<file path="config.mk">
export PLATFORM = sky130hd
export DESIGN_NAME = uart_cfg_sequencer
export DESIGN_NICKNAME = d
export VERILOG_FILES = /design/src/rtl/uart_cfg_sequencer.sv
export SDC_FILE = /design/constraint.sdc
export NUM_CORES = 1
export LEC_CHECK = 0
export CAP_MARGIN = 40
export CORE_UTILIZATION = 53
export CTS_CLUSTER_DIAMETER = 150
export DETAILED_ROUTE_END_ITERATION = 10
export GPL_TIMING_DRIVEN = 0
export PLACE_DENSITY = 0.85
export SLEW_MARGIN = 20
export SYNTH_ARGS = -nofsm -noshare
export SYNTH_HDL_FRONTEND = slang
export SYNTH_SLANG_ARGS = --single-unit
</file>
<file path="constraint.sdc">
create_clock -name clk -period 4.9 [get_ports clk]
set_input_delay 0.98 -clock clk [delete_from_list [all_inputs] [get_ports clk]]
set_output_delay 0.98 -clock clk [all_outputs]
set_load 0.05 [all_outputs]
</file>
<file path="src/rtl/uart_cfg_sequencer.sv">
// Sequencer that reprograms the UART config regfile in a safe order: disable, wait idle, BAUD, commit, clear error, CTRL.
// Optional CTRL readback state is compiled in with `define UART_CFG_SEQ_VERIFY_EN.
module uart_cfg_sequencer #(
    parameter int DATA_WIDTH     = 16,
    parameter int AW             = 3,
    parameter int TIMEOUT_CYCLES = 1024
) (
    input  logic                  clk,
    input  logic                  rst_n,
    input  logic                  cfg_start,
    input  logic                  cfg_enable,
    input  logic [2:0]            cfg_mode,
    input  logic [15:0]           cfg_rate,
    output logic                  cfg_ready,
    output logic                  cfg_done,
    output logic [1:0]            cfg_status,
    output logic                  rf_wr_en,
    output logic [AW-1:0]         rf_wr_addr,
    output logic [DATA_WIDTH-1:0] rf_wr_data,
    output logic [AW-1:0]         rf_rd_addr,
    input  logic [DATA_WIDTH-1:0] rf_rd_data,
    input  logic                  rf_rd_valid
);

    localparam int CW = $clog2(TIMEOUT_CYCLES + 1);
    localparam logic [CW-1:0] CNT_LAST = CW'(TIMEOUT_CYCLES - 1);

    localparam logic [AW-1:0] ADDR_CTRL   = AW'(0);
    localparam logic [AW-1:0] ADDR_BAUD   = AW'(1);
    localparam logic [AW-1:0] ADDR_STATUS = AW'(2);
    // Out-of-range address parked on the port so the regfile write bypass never aliases a poll read.
    localparam logic [AW-1:0] ADDR_PARK   = '1;

    localparam logic [1:0] RES_OK          = 2'd0;
    localparam logic [1:0] RES_BUSY_TO     = 2'd1;
    localparam logic [1:0] RES_COMMIT_TO   = 2'd2;
`ifdef UART_CFG_SEQ_VERIFY_EN
    localparam logic [1:0] RES_CTRL_MISMATCH = 2'd3;
`endif

    typedef enum logic [3:0] {
        ST_IDLE,
        ST_DIS,
        ST_WAIT_IDLE,
        ST_WR_BAUD,
        ST_WAIT_COMMIT,
        ST_CLR_ERR,
        ST_WR_CTRL,
`ifdef UART_CFG_SEQ_VERIFY_EN
        ST_VERIFY,
`endif
        ST_DONE,
        ST_FAIL
    } state_e;

    state_e                  state_q;
    logic [CW-1:0]           cnt_q;
    logic                    req_enable_q;
    logic [2:0]              req_mode_q;
    logic [15:0]             req_rate_q;
    logic                    cfg_ready_q;
    logic                    cfg_done_q;
    logic [1:0]              cfg_status_q;
    logic                    rf_wr_en_q;
    logic [AW-1:0]           rf_wr_addr_q;
    logic [DATA_WIDTH-1:0]   rf_wr_data_q;
    logic [AW-1:0]           rf_rd_addr_q;

    // Outputs are computed for the state being entered, so every port value is a flop
    // and lines up with the cycle the FSM spends in that state.
    always_ff @(posedge clk or negedge rst_n) begin
        if (!rst_n) begin
            state_q      <= ST_IDLE;
            cnt_q        <= '0;
            req_enable_q <= 1'b0;
            req_mode_q   <= '0;
            req_rate_q   <= '0;
            cfg_ready_q  <= 1'b1;
            cfg_done_q   <= 1'b0;
            cfg_status_q <= RES_OK;
            rf_wr_en_q   <= 1'b0;
            rf_wr_addr_q <= ADDR_PARK;
            rf_wr_data_q <= '0;
            rf_rd_addr_q <= ADDR_PARK;
        end else begin
            // NOTE: non-blocking defaults first, then per-state overrides; the last NBA wins,
            // which keeps the idle-port values in force without a combinational next-state block.
            cfg_done_q   <= 1'b0;
            rf_wr_en_q   <= 1'b0;
            rf_wr_addr_q <= ADDR_PARK;
            rf_wr_data_q <= '0;
            rf_rd_addr_q <= ADDR_PARK;

            case (state_q)
                ST_IDLE: begin
                    if (cfg_start) begin
                        req_enable_q <= cfg_enable;
                        req_mode_q   <= cfg_mode;
                        req_rate_q   <= cfg_rate;
                        cfg_status_q <= RES_OK;
                        cfg_ready_q  <= 1'b0;
                        rf_wr_en_q   <= 1'b1;
                        rf_wr_addr_q <= ADDR_CTRL;
                        rf_wr_data_q <= DATA_WIDTH'({cfg_mode, 1'b0});
                        state_q      <= ST_DIS;
                    end
                end

                ST_DIS: begin
                    cnt_q        <= '0;
                    rf_rd_addr_q <= ADDR_STATUS;
                    state_q      <= ST_WAIT_IDLE;
                end

                ST_WAIT_IDLE: begin
                    if (rf_rd_valid && !rf_rd_data[0]) begin
                        rf_wr_en_q   <= 1'b1;
                        rf_wr_addr_q <= ADDR_BAUD;
                        rf_wr_data_q <= DATA_WIDTH'(req_rate_q);
                        state_q      <= ST_WR_BAUD;
                    end else if (cnt_q == CNT_LAST) begin
                        cfg_status_q <= RES_BUSY_TO;
                        cfg_done_q   <= 1'b1;
                        state_q      <= ST_FAIL;
                    end else begin
                        cnt_q        <= cnt_q + 1'b1;
                        rf_rd_addr_q <= ADDR_STATUS;
                    end
                end

                ST_WR_BAUD: begin
                    cnt_q        <= '0;
                    rf_rd_addr_q <= ADDR_BAUD;
                    state_q      <= ST_WAIT_COMMIT;
                end

                ST_WAIT_COMMIT: begin
                    // Success is tested before expiry, so a commit on the last poll still wins.
                    if (rf_rd_data == DATA_WIDTH'(req_rate_q)) begin
                        rf_wr_en_q   <= 1'b1;
                        rf_wr_addr_q <= ADDR_STATUS;
                        rf_wr_data_q <= DATA_WIDTH'(2);
                        state_q      <= ST_CLR_ERR;
                    end else if (cnt_q == CNT_LAST) begin
                        cfg_status_q <= RES_COMMIT_TO;
                        cfg_done_q   <= 1'b1;
                        state_q      <= ST_FAIL;
                    end else begin
                        cnt_q        <= cnt_q + 1'b1;
                        rf_rd_addr_q <= ADDR_BAUD;
                    end
                end

                ST_CLR_ERR: begin
                    rf_wr_en_q   <= 1'b1;
                    rf_wr_addr_q <= ADDR_CTRL;
                    rf_wr_data_q <= DATA_WIDTH'({req_mode_q, req_enable_q});
                    state_q      <= ST_WR_CTRL;
                end

                ST_WR_CTRL: begin
`ifdef UART_CFG_SEQ_VERIFY_EN
                    rf_rd_addr_q <= ADDR_CTRL;
                    state_q      <= ST_VERIFY;
`else
                    cfg_done_q   <= 1'b1;
                    state_q      <= ST_DONE;
`endif
                end

`ifdef UART_CFG_SEQ_VERIFY_EN
                ST_VERIFY: begin
                    cfg_done_q <= 1'b1;
                    if (rf_rd_data[3:0] == {req_mode_q, req_enable_q}) begin
                        state_q <= ST_DONE;
                    end else begin
                        cfg_status_q <= RES_CTRL_MISMATCH;
                        state_q      <= ST_FAIL;
                    end
                end
`endif

                ST_DONE, ST_FAIL: begin
                    cfg_ready_q <= 1'b1;
                    state_q     <= ST_IDLE;
                end

                default: begin
                    cfg_ready_q <= 1'b1;
                    state_q     <= ST_IDLE;
                end
            endcase
        end
    end

    assign cfg_ready  = cfg_ready_q;
    assign cfg_done   = cfg_done_q;
    assign cfg_status = cfg_status_q;
    assign rf_wr_en   = rf_wr_en_q;
    assign rf_wr_addr = rf_wr_addr_q;
    assign rf_wr_data = rf_wr_data_q;
    assign rf_rd_addr = rf_rd_addr_q;

endmodule

</file>
Word-level counts from Yosys, hierarchy flattened --
Cells that the tools add are included.
Word-level totals: register bits 62, bits of input ports 40, output and inout port bits 27
Cells by class: $add $sub $neg 1, equality and inequality tests 13, multiplexer cells 38, bitwise logic cells 1, reductions and logical operators 11
Operator list (count):
- case mux 16 bit (4 select lines) | 1
- two-way mux 11 bit | 3
- case mux 11 bit (3 select lines) | 1
- case mux 4 bit (7 select lines) | 1
- case mux 3 bit (4 select lines) | 2
- two-way mux 3 bit | 7
- two-way mux 4 bit | 5
- equality test 16 bit | 1
- two-way mux 16 bit | 1
- equality test 4 x 3 -> 1 bit (second input constant) | 3
- two-way mux 2 bit | 6
- adder 11 x 1 -> 11 bit (second input constant) | 1
- equality test 11 x 10 -> 1 bit (second input constant) | 1
- != test 2 bit (second input constant) | 5
- equality test 4 x 2 -> 1 bit (second input constant) | 2
- two-way mux 1 bit | 7
- case mux 2 bit (3 select lines) | 1
- AND reduction 6 bit | 1
- nonzero test 3 bit | 2
- OR reduction 6 bit | 1
- equality test 4 x 1 -> 1 bit (second input constant) | 1
- zero test 4 bit | 1
- case mux 1 bit (4 select lines) | 1
- AND reduction 2 bit | 2
- other kinds (7) | 7

Depth between registers and ports, before layout --
depth after elaboration 4, gate-level depth with buffers 8, depth with buffers taken out 7

Least setup slack after synthesis --
No wires, ideal clock.
kind input -> register, start point input port rf_rd_data[9], end point register cfg_status_q[0] (netlist: cfg_status[0]), setup time 0.128 ns, arrival 2.416 ns, required time 4.772 ns, setup slack 2.356 ns, cell stages on the path 6, buffers on the path 0, cell sequence xor2_1 > nor4_1 > nand4_1 > or2_1 > and4b_1 > mux2_1
On the way: word-level cells in the longest chain between the ends 3
RTL lines:
- start, declared | line 21 | input logic [DATA_WIDTH-1:0] rf_rd_data,
- equality test 16 bit | line 139 | if (rf_rd_data == DATA_WIDTH'(req_rate_q)) begin
- != test 2 bit (no source line)
- AND reduction 6 bit (no source line)
- end signal, assigned | line 100 | cfg_status_q <= RES_OK;
- end signal, assigned | line 122 | cfg_status_q <= RES_BUSY_TO;
- end signal, assigned | line 145 | cfg_status_q <= RES_COMMIT_TO;
- end, declared | line 63 | logic [1:0] cfg_status_q;
Every way passes these cells. A chain may end at the register's enable or synchronous reset.

Worst setup path in the final report --
start point input port rf_rd_data[8], end point register cfg_status_q[0] (netlist: cfg_status[0])
Same word-level chain as after synthesis.

==> summary.md <==
| Metric | Value |
|---|---|
| Initial antenna violation count | 0 |
| CTS buffer count | 9 |
| EDFF count, synth | 0 |
| Post-CTS Hold Fix Bufs | 0 |
| Final hold vios | 0 |
| Top-level I/O count | 67 |
| CTS tree | done |
| Most frequent cells in the layout | 80 x nand2_1, 65 x clkdlybuf4s50_1, 55 x dfrtp_1 |
| XOR/XNOR Fraction of Synth Area | roughly 5.0% |
| Unrepaired setup endpoints after global routing | false |
| Pre-Repair DR Iteration Count | 4 |
| Sequential share of the synthesized area | 55.4% |
| Skew final | about 0.0092 ns |
| First-pass GRT wire length | 10.7 mm |
| Crit end category | flip-flop |
| RD Place Congestion | 0.889 |
| Largest family of logic cells by synthesized area | simple AND/OR/NAND/NOR gates |
| Maximum vdd drop | 0.303 mV |
| Clock root buffer | clkbuf_8 |
| Nets | 408 |
| Total number of vias | 2411 |
| DRC | 0 |
| Layout area overhead | 35.2% |
| Worst setup SP type | primary input |
| Yosys cell types | 47 |
| Post-CTS sizing | 0 |
| Die Wd | 74.9 um |
| Area of the die | between 5000 and 6000 um^2 |
| Worst-path clk slew | 0.07 ns |
| Synth Area in Compound Gates | 10.7% |
| Worst Tran Pin Value | 0.635 ns |
| Min-Delay Path Class | primary input to asynchronous set/reset pin |
| Buffers on Ports | 66 |
| Max-cap viol count | 0 |
| Core ar. | 5110 um^2 |
| Tmin final | 3.06 ns |
| Max-slew violation count | 0 |
| TNS Setup | 0 ns |
| Multiplexer share of the synthesized area | 0.755% |
| Final setup violating endpoints | 0 |
| Run status | finished, final reports clean |
| Syn Area/Cell | 9.82 um^2 |
| Synth Area in Adders | 0.444% |
| Vias per cell | 5.45 |
| Asr flop ratio synth | 100% |
| Synthesis Warnings | 0 |
| Starting Density | between 50% and 60% |
| FP Rows | 26 |
| Largest net degree at the start of global routing | 49 |
| Post-DRT Antenna Nets | 0 |
| Ratio of cells with drive above 1 in the final layout | 10.5% |
| Power density over cell area | ~570 nW/um^2 |
| Grt ovf | 0 |
| Clk buf depth | 2 |
| Number of DRC markers in iteration 0 | 219 |
| CTS H-tree depth | 3 |
| Synth Cell Area | 2820 um^2 |
| Commonest non-fill, non-tap cell in the layout | nand2_1 |
| GRT Resource Usage Total | approximately a quarter |
| CTS sink cnt | between 60 and 70 |
| Worst-path fanout max | 6 |
| Synth Instances | between 200 and 300 |
| Final hold slack | 0.476 ns |
| Clk Latency, worst-skew pair | 0.35 ns |
| Tcrit/Tclk final | 62.4% |
| Setup repair bufs after CTS | 0 |
| Leak Pwr | approximately 1.7 nW |
| Mapped Nets | 328 |
| Post-synthesis simple-gate area fraction | 25.2% |
| Slew HR | 57.3% |
| Path type of the worst setup path | primary input to flip-flop |
| DIE HEIGHT | 74.9 um |
| Ant diodes | 0 |
| Wire per inst | 14.6 um |
| WP data required | a little over 5 ns |
| Vias in the first global route | 2292 |
| Max Freq | 327 MHz |
| Ys flop type | dfrtp_1 |
| HPWL after DPL | ~4.6 mm |
| Crit path DAT | 3.28 ns |
| Synthesized flop and latch total | 62 |
| DRT Wirelength | 6.47 mm |
-- cell families after synthesis --
group	after synthesis
mux	2
xor+xnor	16
compound gates	45
simple gates	144
buf+inv	17
fa+ha+maj	1
flops	62
-- final cells by class --
cell class	count	area, um^2
flip-flops and latches	62	1560
inverters	5	18.8
plain buffers	12	53.8
clock buffers	11	151
repair buffers	69	696
fillers	365	1300
multi-input cells	208	1180
clock inverters	5	57.6
well taps	70	87.6
-- worst max-delay path, cell delays in order --
cell and delay [ns]:
clkdlybuf4s50_1 0.42, xor2_1 0.16, nor4_1 0.39, nand4_1 0.35, or2_1 0.41, and4b_1 0.26
mux2_1 0.31
-- per-stage QoR --
step	total power, mW	setup WS [ns]	instances	instance area [um^2]	utilization, %
floorplan	1.42	2.36	287	2820	-
global placement	1.66	0.979	423	3570	69.8
detailed placement	1.70	1.55	425	3600	70.4
CTS	2.17	1.89	441	3800	74.5
global route	2.31	1.71	442	3810	74.6
finish	2.17	1.84	442	3810	74.6
-- sequential cells by signal, indices dropped and copies added, names as in the netlist, 2 cells and up --
| name | cells |
|---|---|
| req_rate_q | 16 |
| cfg_status | 2 |
| rf_wr_data | 16 |
| rf_wr_addr | 3 |
| state_q | 4 |
| cnt_q | 11 |
| req_mode_q | 3 |
| rf_rd_addr | 3 |
-- Yosys cell counts, types with 4 or more instances --
library cell  number  area, um^2
a21oi_1           16        80.1
and2_1            13        81.3
clkbuf_1          10        37.5
dfrtp_1           55        1380
dfstp_2            7         184
inv_1              5        18.8
nand2_1           80         300
nand3_1            7        35.0
nor2_1            11        41.3
nor4_1             7        43.8
o21ai_0            4        20.0
o21ai_1            4        20.0
or3_1              6        37.5
xor2_1            16         140
-- layer usage --
| metal | wire length (um) | vias to the layer above | share of wire (%) | track usage [%] |
|---|---|---|---|---|
| met5 | 0 | - | 0 | 0 |
| met4 | 130 | 0 | 2.0 | 13.0 |
| met3 | 421 | 13 | 6.5 | 6.02 |
| met2 | 3240 | 95 | 50 | 41.7 |
| met1 | 2680 | 1162 | 41 | 33.7 |
| li1 | - | 1141 | - | - |
-- path summary, 6_finish.rpt --
| path | start | to | slack (ns) | depth (start not counted) |
|---|---|---|---|---|
| worst min register to register | req_mode_q[1] | req_mode_q[1] | 0.48 | 2 |
| max in group asynchronous | rst_n | cfg_ready | 3.88 | 2 |
| worst max-delay path | rf_rd_data[8] | cfg_status[0] | 1.84 | 7 |
| min in group clk | req_mode_q[1] | req_mode_q[1] | 0.48 | 2 |
| worst max register to register | req_rate_q[8] | cfg_status[0] | 2.50 | 6 |
| worst min-delay path | rst_n | cnt_q[4] | 0.48 | 1 |
-- power by group --
part | internal [mW] | switching, mW | total [mW]
clock network | 0.261 | 0.208 | 0.469
logic | 0.331 | 0.559 | 0.890
registers | 0.684 | 0.122 | 0.806
Power figures use the tool's default switching activity.
==> edit (same settings) <==
The 9 states of `state_e` get a one-hot encoding in 9 bits.
--- a/src/rtl/uart_cfg_sequencer.sv
+++ b/src/rtl/uart_cfg_sequencer.sv
@@ -40,10 +40,10 @@
 
-    typedef enum logic [3:0] {
-        ST_IDLE,
-        ST_DIS,
-        ST_WAIT_IDLE,
-        ST_WR_BAUD,
-        ST_WAIT_COMMIT,
-        ST_CLR_ERR,
-        ST_WR_CTRL,
+    typedef enum logic [8:0] {
+        ST_IDLE        = 9'b000000001,
+        ST_DIS         = 9'b000000010,
+        ST_WAIT_IDLE   = 9'b000000100,
+        ST_WR_BAUD     = 9'b000001000,
+        ST_WAIT_COMMIT = 9'b000010000,
+        ST_CLR_ERR     = 9'b000100000,
+        ST_WR_CTRL     = 9'b001000000,
 `ifdef UART_CFG_SEQ_VERIFY_EN
@@ -51,4 +51,4 @@
 `endif
-        ST_DONE,
-        ST_FAIL
+        ST_DONE        = 9'b010000000,
+        ST_FAIL        = 9'b100000000
     } state_e;
Formal check against the unedited RTL: no difference found for any inputs over 10 cycles, from zero or initial values and one cycle with rst_n low; not proved beyond that.
==> edit against the unedited design <==
Power grew 5.8%; sequential cell count is 5 higher; register-to-register slack got worse by 0.14 ns; setup slack better by 0.024 ns; cell count increased by 0.45%; final area is 12% higher; worst hold slack better by 0.011 ns; wire length grew 17%; clock power is 14% higher; area after synthesis increased by 15%; non-clock buffer count fell by 3; first-iteration DRC count fell by 16%; sequential power up 12%; critical endpoint is now cfg_done; highest routed layer unchanged.
==> edit: results (changes against the unedited design) <==
* leakage component of the power: 0.001827 µW, +7.0%
* delay of the slowest cell on the worst path: 0.45 ns, +0.03 ns
* top area cells in the synthesized netlist: sky130_fd_sc_hd__dfrtp_1 46%, sky130_fd_sc_hd__dfstp_2 6.5%, sky130_fd_sc_hd__mux2_2 6.3%
* number of levels the H-tree was split into: 3, unchanged
* vias in the first global route: 2538, +11%
* mean routed wirelength per cell: 17.08 µm, +17%
* VDD IR-drop max: 0.3529 mV, +16%
* number of unique standard cell types used by synthesis: 54, +15%
* result of the run: completed
* Num CTS Buffers: 9, unchanged
* post-CTS resize count: 0, unchanged
* yosys synthesis warning count: 0, unchanged
* commonest cells in the synthesized netlist: 59 x sky130_fd_sc_hd__dfrtp_1, 24 x sky130_fd_sc_hd__nand2_1, 18 x sky130_fd_sc_hd__mux2_2, 18 x sky130_fd_sc_hd__xor2_1, 14 x sky130_fd_sc_hd__and2_1
* DR iter-0 viols: 184, -16%
* Seq/Total Area, Yosys: 0.5205, -0.03327
* CP Data Arrival Time: 3.28 ns, about the same
* number of buffers added for setup after CTS: 0, unchanged
* number of nets in the finished design: 405, -0.74%
* vias per cell: 5.716, +4.8%
* total instance count after detailed placement: 428, +0.71%
* sum of net half-perimeters after detailed placement: 5.357 mm, +17%
* number of fill cells in the layout: 422, +16%
* Layout Area Growth over Synthesis: 31.12%
* ANT cells: 0, unchanged
* cell family with most CP delay: buffers and inverters
* peak fanout along the critical path: 10, +4
* clock-pin slew on the worst setup and hold paths: 0.07 ns, about the same
* clock skew after layout: 0.01005 ns, +0.0008775 ns
* largest net degree at the start of global routing: 43, -12%
* synthesized netlist cell count: 286, -0.35%
* gp weighted congestion: 0.9561, +7.6%
* min-delay worst type: flip-flop to flip-flop
* overall fraction of global-route tracks in use: 0.2636, +0.002162
* standard cell area after detailed placement: 0.004013 mm², +12%
* fraction of final layout cells sized beyond drive strength 1: 0.1924, +0.08757
* count of vias placed by the detailed router: 2538, +5.3%
* I/O Buffers: 66, unchanged
* Slew Limit Headroom: 0.4860, -0.08723
* first-pass GRT wire length: 12.32 mm, +15%
* nets in the synthesized netlist: 327, -0.30%
* dpl ws: 1.581 ns, +0.02824 ns
* clk_lat worst skew: 0.35 ns, about the same
[edit: final cells by class]
type | count | share of cell area
tap | 75 | 0.02208
multi-input combinational | 197 | 0.3413
sequential | 67 | 0.3969
buffer | 11 | 0.01472
timing repair buffer | 67 | 0.1596
clock buffer | 11 | 0.03563
inverter | 11 | 0.009717
clock inverter | 5 | 0.02002
[edit: cell families (layout without fill, tap and decap cells)]
group,after synthesis,after routing,share of synthesized area
buf+inv,22,105,0.03204
flops,67,67,0.5205
fa+ha+maj,1,1,0.003860
simple gates,109,109,0.2120
xor+xnor,18,18,0.04865
mux,26,26,0.08726
compound gates,43,43,0.09575
[edit: tightest hold or removal path: stages, from the launching register on]
cell,delay (ns)
sky130_fd_sc_hd__dfstp_2,0.37
sky130_fd_sc_hd__inv_1,0.04
sky130_fd_sc_hd__o21ai_0,0.07
[edit: final timing paths]
path | startpoint | end | slack [ns] | cells past startpoint
min reg2reg | cfg_ready | cfg_ready | 0.49 | 2
max reg2reg | state_q[5] | req_rate_q[12] | 2.36 | 6
max in group asynchronous | rst_n | rf_rd_addr[2] | 3.78 | 2
min in group asynchronous | rst_n | state_q[4] | 0.53 | 1
max | rf_rd_data[1] | cfg_done | 1.87 | 7
min | cfg_ready | cfg_ready | 0.49 | 2
[edit: power by group]
group | total [µW] | internal, µW | switching (µW) | leakage [µW]
combinational | 855 | 386 | 469 | 0.000858
sequential | 903 | 751 | 152 | 0.000853
clock | 534 | 316 | 218 | 0.000116
total | 2290 | 1450 | 839 | 0.00183
[edit: metal layers]
metal,vias up,routed length [µm],track usage
met5,-,0,0
met4,0,211,0.1304
met3,17,414,0.06136
met2,92,3822,0.4462
met1,1247,3135,0.3138
li1,1182,-,-
